### src/rtl/SOPHON_PKG.sv
// Shared LSU request/response payload types.
package SOPHON_PKG;

    typedef struct packed {
        logic        req;
        logic [31:0] addr;
        logic        we;
        logic [31:0] wdata;
        logic [3:0]  strb;
        logic [3:0]  amo;
        logic [1:0]  size;
    } lsu_req_t;

    typedef struct packed {
        logic        ack;
        logic        error;
        logic [31:0] rdata;
    } lsu_ack_t;

endpackage

### src/rtl/lsu_mbox_slv.sv
// LSU-side mailbox target: TX FIFO (core -> consumer), RX FIFO (producer -> core),
// status and interrupt-enable registers with a single-cycle registered response.
module lsu_mbox_slv
    import SOPHON_PKG::*;
#(
    parameter int unsigned DEPTH = 8,
    parameter int unsigned DW    = 32
) (
    input  logic          clk_i,
    input  logic          rst_ni,
    input  lsu_req_t      lsu_req_i,
    output lsu_ack_t      lsu_ack_o,
    output logic          tx_valid_o,
    input  logic          tx_ready_i,
    output logic [DW-1:0] tx_data_o,
    input  logic          rx_valid_i,
    output logic          rx_ready_o,
    input  logic [DW-1:0] rx_data_i,
    output logic          irq_o
);

    localparam int unsigned AW = (DEPTH > 1) ? $clog2(DEPTH) : 1;
    localparam int unsigned CW = AW + 1;

    localparam logic [1:0] A_TXDATA = 2'd0;
    localparam logic [1:0] A_RXDATA = 2'd1;
    localparam logic [1:0] A_STATUS = 2'd2;
    localparam logic [1:0] A_IRQEN  = 2'd3;

    logic [DW-1:0] tx_mem_q [DEPTH];
    logic [DW-1:0] tx_mem_d [DEPTH];
    logic [DW-1:0] rx_mem_q [DEPTH];
    logic [DW-1:0] rx_mem_d [DEPTH];
    logic [AW-1:0] tx_wptr_q, tx_wptr_d, tx_rptr_q, tx_rptr_d;
    logic [AW-1:0] rx_wptr_q, rx_wptr_d, rx_rptr_q, rx_rptr_d;
    logic [CW-1:0] tx_cnt_q, tx_cnt_d, rx_cnt_q, rx_cnt_d;
    logic          ack_q, ack_d, err_q, err_d, irq_q, irq_d;
    logic [31:0]   rdata_q, rdata_d;
    logic [1:0]    irq_en_q, irq_en_d;

    logic          tx_full, tx_empty, rx_full, rx_empty;
    logic          accept, req_err, lsu_tx_push, lsu_rx_pop, ext_tx_pop, ext_rx_push;
    logic [1:0]    sel;
    logic [31:0]   status;
    logic          unused_bits;

    function automatic logic [3:0] sat4(input logic [CW-1:0] c);
        return (32'(c) > 32'd15) ? 4'hF : 4'(c);
    endfunction

    assign tx_full  = (tx_cnt_q == CW'(DEPTH));
    assign tx_empty = (tx_cnt_q == '0);
    assign rx_full  = (rx_cnt_q == CW'(DEPTH));
    assign rx_empty = (rx_cnt_q == '0);

    assign tx_valid_o = !tx_empty;
    assign tx_data_o  = tx_mem_q[tx_rptr_q];
    assign rx_ready_o = !rx_full;
    assign irq_o      = irq_q;

    assign lsu_ack_o.ack   = ack_q;
    assign lsu_ack_o.error = err_q;
    assign lsu_ack_o.rdata = rdata_q;

    assign status      = {20'd0, sat4(rx_cnt_q), sat4(tx_cnt_q), rx_empty, rx_full, tx_empty, tx_full};
    assign unused_bits = ^{lsu_req_i.addr[31:4], lsu_req_i.size};

    // Request decode; every error condition is judged on pre-edge FIFO state.
    always_comb begin
        sel     = lsu_req_i.addr[3:2];
        accept  = lsu_req_i.req && !ack_q;
        req_err = (lsu_req_i.amo != 4'd0) || (lsu_req_i.addr[1:0] != 2'd0)
               || (lsu_req_i.we && (sel == A_TXDATA) && ((lsu_req_i.strb != 4'hF) || tx_full))
               || (!lsu_req_i.we && (sel == A_RXDATA) && rx_empty);
        lsu_tx_push = accept && !req_err && lsu_req_i.we && (sel == A_TXDATA);
        lsu_rx_pop  = accept && !req_err && !lsu_req_i.we && (sel == A_RXDATA);
        ext_tx_pop  = !tx_empty && tx_ready_i;
        ext_rx_push = !rx_full && rx_valid_i;
    end

    // Next-state: response, registers and both FIFOs.
    always_comb begin
        ack_d     = accept;
        err_d     = accept && req_err;
        rdata_d   = 32'd0;
        irq_en_d  = irq_en_q;
        tx_mem_d  = tx_mem_q;
        rx_mem_d  = rx_mem_q;
        tx_wptr_d = tx_wptr_q;
        tx_rptr_d = tx_rptr_q;
        rx_wptr_d = rx_wptr_q;
        rx_rptr_d = rx_rptr_q;
        tx_cnt_d  = tx_cnt_q;
        rx_cnt_d  = rx_cnt_q;
        irq_d     = (irq_en_q[0] && !rx_empty) || (irq_en_q[1] && tx_empty);

        if (accept && !req_err && !lsu_req_i.we) begin
            case (sel)
                A_RXDATA: rdata_d = 32'(rx_mem_q[rx_rptr_q]);
                A_STATUS: rdata_d = status;
                A_IRQEN:  rdata_d = {30'd0, irq_en_q};
                default:  rdata_d = 32'd0;
            endcase
        end
        if (accept && !req_err && lsu_req_i.we && (sel == A_IRQEN)) begin
            irq_en_d = lsu_req_i.wdata[1:0];
        end

        if (lsu_tx_push) begin
            tx_mem_d[tx_wptr_q] = DW'(lsu_req_i.wdata);
            tx_wptr_d           = tx_wptr_q + AW'(1);
        end
        if (ext_tx_pop) begin
            tx_rptr_d = tx_rptr_q + AW'(1);
        end
        case ({lsu_tx_push, ext_tx_pop})
            2'b10:   tx_cnt_d = tx_cnt_q + CW'(1);
            2'b01:   tx_cnt_d = tx_cnt_q - CW'(1);
            default: tx_cnt_d = tx_cnt_q;
        endcase

        if (ext_rx_push) begin
            rx_mem_d[rx_wptr_q] = rx_data_i;
            rx_wptr_d           = rx_wptr_q + AW'(1);
        end
        if (lsu_rx_pop) begin
            rx_rptr_d = rx_rptr_q + AW'(1);
        end
        case ({ext_rx_push, lsu_rx_pop})
            2'b10:   rx_cnt_d = rx_cnt_q + CW'(1);
            2'b01:   rx_cnt_d = rx_cnt_q - CW'(1);
            default: rx_cnt_d = rx_cnt_q;
        endcase
    end

    always_ff @(posedge clk_i or negedge rst_ni) begin
        if (!rst_ni) begin
            ack_q     <= 1'b0;
            err_q     <= 1'b0;
            rdata_q   <= 32'd0;
            irq_q     <= 1'b0;
            irq_en_q  <= 2'd0;
            tx_wptr_q <= '0;
            tx_rptr_q <= '0;
            rx_wptr_q <= '0;
            rx_rptr_q <= '0;
            tx_cnt_q  <= '0;
            rx_cnt_q  <= '0;
            for (int i = 0; i < int'(DEPTH); i++) begin
                tx_mem_q[i] <= '0;
                rx_mem_q[i] <= '0;
            end
        end else begin
            ack_q     <= ack_d;
            err_q     <= err_d;
            rdata_q   <= rdata_d;
            irq_q     <= irq_d;
            irq_en_q  <= irq_en_d;
            tx_wptr_q <= tx_wptr_d;
            tx_rptr_q <= tx_rptr_d;
            rx_wptr_q <= rx_wptr_d;
            rx_rptr_q <= rx_rptr_d;
            tx_cnt_q  <= tx_cnt_d;
            rx_cnt_q  <= rx_cnt_d;
            tx_mem_q  <= tx_mem_d;
            rx_mem_q  <= rx_mem_d;
        end
    end

endmodule

### config.mk
export PLATFORM = sky130hd
export DESIGN_NAME = lsu_mbox_slv
export DESIGN_NICKNAME = d
export VERILOG_FILES = /design/src/rtl/SOPHON_PKG.sv /design/src/rtl/lsu_mbox_slv.sv
export SDC_FILE = /design/constraint.sdc
export NUM_CORES = 1
export LEC_CHECK = 0
export BUFFER_PORTS_ARGS = -buffer_cell sky130_fd_sc_hd__buf_2
export CELL_PAD_IN_SITES_DETAIL_PLACEMENT = 1
export CELL_PAD_IN_SITES_GLOBAL_PLACEMENT = 1
export CORE_MARGIN = 2
export CORE_UTILIZATION = 47
export CTS_BUF_LIST = sky130_fd_sc_hd__clkbuf_8 sky130_fd_sc_hd__clkbuf_16
export DETAILED_ROUTE_END_ITERATION = 12
export PLACE_DENSITY = 0.79
export RECOVER_POWER = 100
export SKIP_CTS_REPAIR_TIMING = 1
export SLEW_MARGIN = 10
export SYNTH_ARGS = -nofsm -noshare
export SYNTH_HDL_FRONTEND = slang
export SYNTH_SLANG_ARGS = --single-unit
export TNS_END_PERCENT = 10
### constraint.sdc
create_clock -name clk_i -period 3 [get_ports clk_i]
set_clock_uncertainty 0.15 [all_clocks]
set_input_delay 0.9 -clock clk_i [delete_from_list [all_inputs] [get_ports clk_i]]
set_output_delay 0.9 -clock clk_i [all_outputs]
set_load 0.05 [all_outputs]
==> metrics.txt <==
RSZ-0062 raised after global routing=yes; commonest non-fill, non-tap cell in the layout=dfrtp_1; Syn Nets=approximately 1700; fin crit share=1.18; # fillers=around 4800; Synth Instances=between 1500 and 2000; crit path launch type=flop; hold crit path type=flop to flop; failing checks=max-capacitance violations, max-slew violations, negative setup slack; Layout Cells excl Fill=around 2500; EDFF count, synth=0; Clock transition at path regs=0.06 ns; largest net degree at the start of global routing=69; Initial Util=0.476; IO Pins=~180; P_sw=6710 uW; FF+latch count, synth=569; kind of critical path=flop to output port; Peak supply drop=0.550 mV; Buffers on Ports=150; Reg power frac=0.437; wirelength, routed=between 60000 and 70000 um; Area contributors post-synth=dfrtp_1, mux2_2, mux4_2; Comb power frac=0.245; Final Slew Violations=67; sequential-to-total area share from yosys stat=0.566; CTS Buf Count=60; critical path peak fanout=6; dpl hpwl=37300 um; DIE AREA=55300 um2; max-cap violation count=1; Vias/cell=5.78; Placer Congestion=0.752; CTS tree=built; CTS Root Cell=clkbuf_16; Req. time, crit path=1.95 ns; CP endpoint kind=output port; Final Critical Period=~3.5 ns; 1st-iter DRT viols=816; fin worst setup slack=-0.547 ns; Post-DRT Antenna Nets=0; Yosys top cell by area=dfrtp_1; syn avg cell area=16.4 um2; detailed-route DRC error count=0; clock share of power=0.318; final hold vios=0; critical path arrival=2.50 ns; commonest non-fill, non-tap cells in the layout=dfrtp_1, mux2_2, mux4_2; layout cell share with drive strength beyond 1=0.548; fmax=282 MHz; initial antenna violation count=10; Pwr Density=around 820 nW/um2; die height=235 um; routed via count=14366; final instance area=29700 um2; Netlist cell types=44; measured slew at the worst slew-check pin=roughly 1.9 ns; Finish-stage setup viols=between 50 and 60; most common flop cell mapped by yosys=dfrtp_1; # rows=84; GRT overflow=0; Sw Ratio=0.276; Ys Warns=0; Fin Setup TNS=-15.16 ns; Slew headroom=-0.274; placed inst area=about 27000 um2; H-tree depth=2; nets=1865; Leak Pwr=0.0136 uW; drt first pass iters=5; GRT Total Usage=0.227; clock sinks=569; top cell type's share of synthesized area=0.566; design internal power=~18000 uW; placed cells=2357; Area Overhead vs Synth=18.1%; Core Area=52800 um2; outcome=finished, violations left; Finished Core Util=0.563; synthesized area=25100 um2; asr flop ratio synth=1.00; die width=between 200 and 250 um; vias in the first global route=16355; wire per inst=25.7 um; worst skew pair latency=0.63 ns; clk buf depth=3; global-route wire length before repair=between 90000 and 100000 um
## power by group through the flow
stage	Sequential, uW	Combinational [uW]	Clock, uW
finish	10600	5970	7750
global placement	10600	5390	0
floorplan	10200	4160	0
global route	10900	6410	8230
CTS	10700	5720	7910
detailed placement	10800	5660	0
## final timing paths
check	cells past startpoint	start	slack [ns]	endpoint
worst max-delay path	5	tx_rptr_q[0]$_DFFE_PN0P_	-0.55	tx_data_o[6]
worst min-delay path	1	rx_mem_q[49]$_DFFE_PN0P_	0.33	rx_mem_q[49]$_DFFE_PN0P_
worst max register to register	6	ack_q$_DFF_PN0_	-0.04	tx_mem_q[114]$_DFFE_PN0P_
worst min register to register	1	rx_mem_q[49]$_DFFE_PN0P_	0.33	rx_mem_q[49]$_DFFE_PN0P_
max in group asynchronous	2	rst_ni	0.17	rx_rptr_q[1]$_DFFE_PN0P_
min in group asynchronous	1	rst_ni	0.63	tx_mem_q[24]$_DFFE_PN0P_
## area by class of cell
cell class	instances	area, um2	area share
Timing Repair Buffer	254	1980	0.0666
Multi-Input combinational cell	853	10500	0.353
Tap cell	688	861	0.0290
Sequential cell	569	14300	0.480
Clock buffer	78	1760	0.0593
Inverter	5	18.8	0.000632
Antenna cell	4	10.0	0.000337
Clock inverter	34	320	0.0108
## synthesized netlist by cell type (4+ instances only)
cell type and n:
o22ai_1 5, dfrtp_1 569, buf_1 11, mux2_2 538, mux2_1 13, a21oi_1 6, buf_4 11, ha_1 10
xor2_1 7, clkbuf_1 39, xnor2_1 11, nor3b_1 4, inv_1 4, nor2_1 28, buf_2 42, nand3_1 6
o2bb2ai_1 8, nand2_1 12, mux2i_1 33, nand4_1 5, mux4_2 128
## logic make-up after synthesis
family	Yosys count	share of synthesized area
multiplexers	712	0.375
flip-flops	569	0.566
buffers and inverters	108	0.0199
AND/OR/NAND/NOR	89	0.0213
AO/OA/AOI/OAI	24	0.00652
XOR/XNOR	18	0.00627
adder cells (fa/ha/maj)	10	0.00498
## critical path: stages (launching register included)
cell and delay [ns]:
dfrtp_4 0.48, buf_12 0.19, clkbuf_16 0.18, mux4_2 0.55, mux2_2 0.29, buf_6 0.16
## stage by stage
| step | worst slack (ns) | power, uW | hold slack, ns |
|---|---|---|---|
| 2_1_floorplan | -0.203 | 14400 | 0.302 |
| 3_3_place_gp | -0.260 | 16000 | 0.313 |
| 3_5_place_dp | -0.296 | 16500 | 0.323 |
| 4_1_cts | -0.712 | 24300 | 0.104 |
| 5_1_grt | -0.582 | 25500 | 0.349 |
| 6_report | -0.547 | 24400 | 0.334 |
## flip-flops by register name (all words and copies together), names as in the netlist
| register | count |
|---|---|
| rdata_q | 32 |
| tx_cnt_q | 4 |
| tx_wptr_q | 3 |
| ack_q | 1 |
| irq_en_q | 2 |
| err_q | 1 |
| tx_mem_q | 256 |
| rx_wptr_q | 3 |
| irq_o | 1 |
| rx_cnt_q | 4 |
| tx_rptr_q | 3 |
| rx_rptr_q | 3 |
| rx_mem_q | 256 |
## layer usage
metal,share of wire,routed length [um],global-route usage,vias up
met4,0.019,1190,0.0610,12
met3,0.039,2490,0.0387,101
li1,-,-,-,6152
met2,0.54,34500,0.412,253
met5,0.0012,74,0,-
met1,0.40,25700,0.280,7848
Note: power is estimated with default switching activity, not from simulation.
